<file path="src/rtl/nx_ram_hw_port_arb.sv">
// nx_ram_hw_port_arb
// Round-robin arbiter that shares the hardware port of an indirect-access
// single-port RAM among N_REQ requesters. The winning command is registered
// onto the hw_* outputs. Read data returns to the issuing requester after
// RD_LATENCY cycles, with no backpressure on the response path. When the RAM
// raises hw_yield and a full burst has already gone out, one idle hw cycle is
// inserted so that software accesses can reach the RAM.
//
// Handshake: requester i's command is taken in any cycle where
// req_valid_i[i] && req_ready_o[i]. req_ready_o is one-hot or zero and is a
// combinational function of req_valid_i, rr_ptr, hw_yield_i and burst_cnt.
// A requester may change its command only after it has been taken.
// rsp_valid_o is a one-hot strobe that qualifies rsp_dat_o, and it must be
// sunk unconditionally.
module nx_ram_hw_port_arb #(
    parameter int N_REQ       = 4,
    parameter int N_ENTRIES   = 1024,
    parameter int N_DATA_BITS = 32,
    parameter int RD_LATENCY  = 1,
    parameter int MAX_BURST   = 8,
    localparam int AW = $clog2(N_ENTRIES),
    localparam int DW = N_DATA_BITS,
    localparam int PW = $clog2(N_REQ)
) (
    input  logic                  clk,
    input  logic                  rst_n,
    input  logic [N_REQ-1:0]      req_valid_i,
    input  logic [N_REQ-1:0]      req_we_i,
    input  logic [N_REQ*AW-1:0]   req_addr_i,
    input  logic [N_REQ*DW-1:0]   req_din_i,
    input  logic [N_REQ*DW-1:0]   req_bwe_i,
    output logic [N_REQ-1:0]      req_ready_o,
    output logic [N_REQ-1:0]      rsp_valid_o,
    output logic [DW-1:0]         rsp_dat_o,
    output logic                  hw_cs_o,
    output logic                  hw_we_o,
    output logic [AW-1:0]         hw_add_o,
    output logic [DW-1:0]         hw_din_o,
    output logic [DW-1:0]         hw_bwe_o,
    input  logic [DW-1:0]         hw_dout_i,
    input  logic                  hw_yield_i,
    output logic [PW-1:0]         dbg_rr_ptr_o,
    output logic [7:0]            dbg_burst_cnt_o
);

    logic [PW-1:0]    rr_ptr_q, rr_ptr_d;
    logic [7:0]       burst_cnt_q, burst_cnt_d;
    logic [PW-1:0]    scan_idx [N_REQ];
    logic             found;
    logic [PW-1:0]    gnt_idx;
    logic             blocked;
    logic             accept;
    logic [N_REQ-1:0] gnt_oh;
    logic             sel_we;
    logic [AW-1:0]    sel_addr;
    logic [DW-1:0]    sel_din;
    logic [DW-1:0]    sel_bwe;
    logic             hw_cs_q;
    logic             hw_we_q;
    logic [AW-1:0]    hw_add_q;
    logic [DW-1:0]    hw_din_q;
    logic [DW-1:0]    hw_bwe_q;
    logic [N_REQ-1:0] hw_id_q;
    logic [N_REQ-1:0] tag_q [RD_LATENCY];

    // Search order: requester indices starting at rr_ptr, wrapping modulo N_REQ
    always_comb begin
        for (int k = 0; k < N_REQ; k++) begin
            scan_idx[k] = PW'((int'(rr_ptr_q) + k) % N_REQ);
        end
    end

    // Pick the first valid requester in search order, unless the cycle is blocked by a yield
    always_comb begin
        found   = 1'b0;
        gnt_idx = '0;
        for (int k = 0; k < N_REQ; k++) begin
            if (!found && req_valid_i[scan_idx[k]]) begin
                found   = 1'b1;
                gnt_idx = scan_idx[k];
            end
        end
        blocked = hw_yield_i && (burst_cnt_q == 8'(MAX_BURST));
        // No grants while reset is asserted, so req_ready reads zero in reset
        accept  = found && !blocked && rst_n;
        gnt_oh  = accept ? (N_REQ'(1) << gnt_idx) : '0;
    end

    // Mux the granted requester's command fields
    always_comb begin
        sel_we   = 1'b0;
        sel_addr = '0;
        sel_din  = '0;
        sel_bwe  = '0;
        for (int i = 0; i < N_REQ; i++) begin
            if (gnt_idx == PW'(i)) begin
                sel_we   = req_we_i[i];
                sel_addr = req_addr_i[i*AW +: AW];
                sel_din  = req_din_i[i*DW +: DW];
                sel_bwe  = req_bwe_i[i*DW +: DW];
            end
        end
    end

    // Pointer advances past the winner; burst count tracks consecutive hw_cs cycles including the next one
    always_comb begin
        rr_ptr_d    = rr_ptr_q;
        burst_cnt_d = '0;
        if (accept) begin
            rr_ptr_d    = (gnt_idx == PW'(N_REQ - 1)) ? '0 : gnt_idx + PW'(1);
            burst_cnt_d = (burst_cnt_q == 8'(MAX_BURST)) ? burst_cnt_q : burst_cnt_q + 8'd1;
        end
    end

    // Arbiter state, chip select and the one-hot id of the command now on the port
    always_ff @(posedge clk or negedge rst_n) begin
        if (!rst_n) begin
            rr_ptr_q    <= '0;
            burst_cnt_q <= '0;
            hw_cs_q     <= 1'b0;
            hw_id_q     <= '0;
        end else begin
            rr_ptr_q    <= rr_ptr_d;
            burst_cnt_q <= burst_cnt_d;
            hw_cs_q     <= accept;
            hw_id_q     <= gnt_oh;
        end
    end

    // Command fields load only on accept and otherwise hold their last value
    always_ff @(posedge clk or negedge rst_n) begin
        if (!rst_n) begin
            hw_we_q  <= 1'b0;
            hw_add_q <= '0;
            hw_din_q <= '0;
            hw_bwe_q <= '0;
        end else if (accept) begin
            hw_we_q  <= sel_we;
            hw_add_q <= sel_addr;
            hw_din_q <= sel_din;
            hw_bwe_q <= sel_bwe;
        end
    end

    // Read tag pipeline: a zero entry means that no read occupies that slot
    always_ff @(posedge clk or negedge rst_n) begin
        if (!rst_n) begin
            for (int i = 0; i < RD_LATENCY; i++) begin
                tag_q[i] <= '0;
            end
        end else begin
            tag_q[0] <= (hw_cs_q && !hw_we_q) ? hw_id_q : '0;
            for (int i = 1; i < RD_LATENCY; i++) begin
                tag_q[i] <= tag_q[i-1];
            end
        end
    end

    assign req_ready_o     = gnt_oh;
    assign rsp_valid_o     = tag_q[RD_LATENCY-1];
    assign rsp_dat_o       = hw_dout_i;
    assign hw_cs_o         = hw_cs_q;
    assign hw_we_o         = hw_we_q;
    assign hw_add_o        = hw_add_q;
    assign hw_din_o        = hw_din_q;
    assign hw_bwe_o        = hw_bwe_q;
    assign dbg_rr_ptr_o    = rr_ptr_q;
    assign dbg_burst_cnt_o = burst_cnt_q;

endmodule

</file>
<file path="config.mk">
export PLATFORM = sky130hd
export DESIGN_NAME = nx_ram_hw_port_arb
export DESIGN_NICKNAME = d
export VERILOG_FILES = /design/src/rtl/nx_ram_hw_port_arb.sv
export SDC_FILE = /design/constraint.sdc
export NUM_CORES = 1
export LEC_CHECK = 0
export CORE_AREA = 3 3 180 182
export CTS_CLUSTER_DIAMETER = 40
export DETAILED_ROUTE_END_ITERATION = 10
export DIE_AREA = 0 0 183 185
export SYNTH_ARGS = -nofsm -noshare
export SYNTH_HDL_FRONTEND = slang
export SYNTH_SLANG_ARGS = --single-unit
</file>
<file path="constraint.sdc">
create_clock -name clk -period 2.96 [get_ports clk]
set_input_delay 0.296 -clock clk [delete_from_list [all_inputs] [get_ports clk]]
set_output_delay 0.296 -clock clk [all_outputs]
set_load 0.02 [all_outputs]
</file>
# --- After elaboration in Yosys (flattened, before gate mapping) ---
# Cells that the tools add are included.
classes:
  addsub: 5
  n_lt_le_gt_ge: 4
  n_eq_ne: 5
  shift: 1
  mux: 37
  n_reduce_logical: 13
op_table:
  columns: ["operator", "count"]
  rows:
  - ["32-bit 2-to-1 mux", 8]
  - ["10-bit 2-to-1 mux", 4]
  - ["8-bit 2-to-1 mux", 2]
  - ["2-bit by 3-bit < comparator with 1-bit output, second input constant", 4]
  - ["1-bit 2-to-1 mux", 12]
  - ["2-bit 2-to-1 mux", 5]
  - ["8-bit by 1-bit adder with 8-bit output, second input constant", 1]
  - ["1-bit binary-select mux with 2-bit select", 4]
  - ["8-bit by 4-bit == test with 1-bit output, second input constant", 1]
  - ["4-bit 2-to-1 mux", 2]
  - ["1-bit logical AND", 7]
  - ["1-bit zero test", 5]
  - ["2-bit by 1-bit adder with 2-bit output, second input constant", 2]
  - ["2-bit adder, second input constant", 2]
  - ["2-bit == test, second input constant", 2]
  - ["1-bit by 2-bit << shifter with 4-bit output, first input constant", 1]
  - ["2-bit by 1-bit == test with 1-bit output, second input constant", 1]
  - ["2-bit zero test", 1]
  - ["2-bit inequality test, second input constant", 1]
word_totals:
  register_bits: 94
  input_bits: 339
  out_inout_bits: 126
  elab_cells: 74

# --- Longest topological paths before layout ---
logic_depth:
  depth_word: 17
  depth_mapped: 11

# --- Worst setup path after synthesis ---
# OpenSTA, ideal clock, no wires.
synth_path:
  path_type: "register -> register"
  startpoint: "register rr_ptr_q[1], in the netlist dbg_rr_ptr_o[1]"
  endpoint: "register hw_add_q[0], in the netlist hw_add_o[0]"
  setup_time_ns: 0.125
  arrival_ns: 2.497
  t_required_ns: 2.835
  path_slack_ns: 0.338
  path_stages_with_launch: 11
  n_path_buf: 2
  period_less_slack_ns: 2.622
  cell_sequence: "dfrtp_1 > nand2b_1 > a21oi_1 > a211oi_1 > inv_1 > ha_1 > nor2_1 > clkbuf_1 > clkbuf_1 > a31oi_1 > mux2_4"
synth_between:
  elab_chain_cells: 17
  elab_cells_between_ends: 35
  classes_between: "add/sub (3); eq/ne (3); mux (20); reduce/logical (9)"
synth_rtl:
  columns: ["element", "line_no", "text"]
  rows:
  - ["from (decl)", "46", "logic [PW-1:0] rr_ptr_q, rr_ptr_d;"]
  - ["from (signal assigned)", "123", "rr_ptr_q <= rr_ptr_d;"]
  - ["branches (longest 17 deep; another with 2-bit by 1-bit adder with 2-bit output)", null, null]
  - ["to (signal assigned)", "139", "hw_add_q <= sel_addr;"]
  - ["to (decl)", "60", "logic [AW-1:0] hw_add_q;"]
# Parallel ways; which one is timed is not known. The select of a mux whose other input is x is not followed.
# A chain may end at the register's enable or synchronous reset.

# --- Worst setup path after layout ---
layout_path:
  startpoint: "register burst_cnt_q[2], in the netlist dbg_burst_cnt_o[2]"
  endpoint: "output req_ready_o[1]"
layout_between:
  elab_chain_cells: 6
layout_rtl:
  columns: ["element", "line_no", "text"]
  rows:
  - ["from (decl)", "47", "logic [7:0] burst_cnt_q, burst_cnt_d;"]
  - ["from (signal assigned)", "124", "burst_cnt_q <= burst_cnt_d;"]
  - ["8-bit by 4-bit == test with 1-bit output", "83", "blocked = hw_yield_i && (burst_cnt_q == 8'(MAX_BURST));"]
  - ["1-bit logical AND", "83", null]
  - ["1-bit zero test", "85", "accept = found && !blocked && rst_n;"]
  - ["1-bit logical AND (2 in a row)", "85", null]
  - ["4-bit 2-to-1 mux", "86", "gnt_oh = accept ? (N_REQ'(1) << gnt_idx) : '0;"]
  - ["to (decl)", "32", "output logic [N_REQ-1:0] req_ready_o,"]
# No other way between the ends.

==> out/qor.txt <==
HP Class = in -> async
initial cell density of the core = 18.9%
routability cong. = 0.786
Max-slew headroom = 49.3%
detailed-route wire length per cell = 19.0 um
largest net degree at the start of global routing = 76
# IOs = 465
critical path data arrival time = 2470 ps
critical path capture point type = primary output
die height = 185 um
Critical Path RT = 2660 ps
Final period util = 93.6%
simple-gate area share of the yosys netlist = 14.1%
final setup violation count = 0
placed wire-length estimate = 19800 um
core footprint = 30700 um^2
XOR/XNOR Fraction of Synth Area = 0.904%
first-pass GRT wire length = 37200 um
Final Net Count = 1307
Syn Std Cell Area = 5810 um^2
post-synthesis mux area share = 16.4%
FF-to-FF setup slack = 520 ps
Yosys cell types = 37
initial detailed-routing violation count = 205
Root Buffer = clkbuf_16
Synth Area in Compound Gates = 18.0%
CTS Buffer Depth = 2
Synth Register Bits = 94
most common cell after layout, fill and taps aside = clkdlybuf4s50_1
share of layout cells above drive strength 1 = 12.6%
Slew Viols, Final = 0
Post-Synth Adder-Cell Area = 1.29%
slowest cell delay on critical path = 560 ps
worst clock skew = 9.98 ps
outcome = finished, final reports clean
Antenna diodes = 0
Site Rows = 64
Die X = 183 um
top cell type by total area after synthesis = dfrtp_1
register area share after synthesis = 40.5%
PwrDens = 823 nW/um^2
Post-Synthesis Cells = 621
Tmin final = 2770 ps
Clock transition at path regs = 70 ps
most frequent cells in the layout = clkdlybuf4s50_1 (396), dfrtp_1 (94), o22ai_1 (75), nand3_1 (75), nand2_1 (71)
Avg Inst Size Synth = 9.36 um^2
Fin. Hold Viols = 0
unrepaired setup endpoints after global routing = no
initial antenna violation count = 0
CTS Buf Count = 9
worst vdd ir = 387 uV
Crit Path Max Fanout = 7
synth top area cells = dfrtp_1 (40%), mux2_2 (11%), o22ai_1 (8.1%)
crit path kind = reg -> out
max cap viols = 0
hold_buf cts = 0
fmax = 361 MHz
Max stage delay cell, worst path = or4b_4
H-tree depth = 3
port bufs = 400
Startpoint Class = flip-flop
P_leak = 0.00404 uW
Yosys Warn Count = 0
utilization after layout = 33.9%
crit-path cells = or4b_4 -> nor4b_4 -> a21o_4 -> nor2_1 -> clkdlybuf4s50_1
Setup TNS = 0 ps
vias in the first global route = 6390
all-layer global routing usage = 14.2%
DR pass1 iterations = 4
Area Overhead vs Synth = 79.5%
CTS Sinks = 94
Post-DRT Antenna Nets = 0
final WL = 25900 um
largest family of logic cells by synthesized area = compound AO/OA/AOI/OAI gates
CTS tree = built
Worst-Margin Slew = 760 ps
DR DRC count = 0
Mapped Nets = 966
Die Footprint = 33900 um^2
detailed-route via count = 6294
via density per instance = 4.62
top-area cell type share of the netlist area = 40.5%
Worst-Skew Late Latency = 340 ps
grt total ovfl = 0
# fillers = 3167
[path summary, 6_finish.rpt]
kind,from,to,depth (start not counted)
max,dbg_burst_cnt_o[2]$_DFFE_PN0P_,req_ready_o[1],5
min,rst_n,hw_bwe_o[13]$_DFFE_PN0P_,2
max reg2reg,dbg_rr_ptr_o[1]$_DFFE_PN0P_,hw_din_o[18]$_DFFE_PN0P_,11
min reg2reg,hw_id_q[0]$_DFF_PN0_,rsp_valid_o[0]$_DFF_PN0_,1
max in group asynchronous,rst_n,hw_din_o[22]$_DFFE_PN0P_,2
min in group clk,rst_n,dbg_burst_cnt_o[7]$_DFFE_PN0P_,4
[final cells by class]
class                   instances  area [um^2]  area share (%)
repair buffers                419         4250            40.7
inverters                       9         36.3           0.348
clock inverters                 3         67.6           0.647
well taps                     396          495            4.75
multi-input cells             429         2980            28.5
flip-flops and latches         94         2350            22.5
clock buffers                  12          256            2.46
[timing repair]
item	4_1_cts	5_1_grt
resized for setup	0	4
buffers inserted	1	0
endpoints found under the setup margin	1	3
pin swaps	1	0
hold endpoints to repair	0	0
[cells by family after synthesis]
| logic type | count (synthesis) |
|---|---|
| and+or+nand+nor | 175 |
| AOI/OAI and AO/OA | 164 |
| buffers and inverters | 98 |
| DFF | 94 |
| muxes | 78 |
| xor gates and xnor gates | 6 |
| adders and majority gates | 6 |
[routing by layer]
layer  share of wire (%)  global-route usage (%)  vias up
met4                 4.2                    7.04        0
met1                  39                    16.6     3021
met2                  50                    24.7      277
met5                   0                       0        -
li1                    -                       -     2953
met3                 6.8                    2.99       43
[synthesized netlist by cell type (all sizes together)]
cell    number
a211oi       1
a21o         1
a21oi        6
a221oi       1
a22oi        5
a31oi       70
a32oi        1
and2         5
and3         3
buf         43
clkbuf      46
dfrtp       94
ha           6
inv          9
mux2        76
mux2i        2
nand2       71
nand2b       3
nand3       75
nor2        12
nor2b        2
nor3         1
nor4b        1
o21ai        1
o22a         1
o22ai       75
o31ai        1
o41ai        1
or3b         1
or4b         1
xnor2        1
xor2         5
[critical path, delay by kind of cell, from the launching register on]
family                 cells  cell delay, ps
AND/OR/NAND/NOR            3             940
buffers and inverters      1             550
flip-flops                 1             430
AO/OA/AOI/OAI              1             210
[power breakdown]
part	internal, uW	switching [uW]	leakage (uW)
Sequential	1840	339	0.00116
Combinational	2540	2580	0.00273
Clock	784	508	0.000155
[registers in the layout, summed over array words and instances, names as in the netlist]
signal,cells
hw_bwe_o,32
hw_din_o,32
hw_add_o,10
dbg_burst_cnt_o,8
hw_id_q,4
rsp_valid_o,4
dbg_rr_ptr_o,2
hw_cs_o,1
hw_we_o,1
[stage by stage]
stage          instance area, um^2  power (uW)  hold WS (ps)  setup slack (ps)  std cells
6_report                     10400        8590          22.1               190       1362
5_1_grt                      10400        9150          62.0              29.1       1362
4_1_cts                      10400        8750          23.5              3.24       1362
3_5_place_dp                 10100        7370           418               115       1346
3_3_place_gp                 10100        7320           411               179       1346
2_1_floorplan                 5810        4900         0.409               338        621
Note: power is estimated with default switching activity, not from simulation.
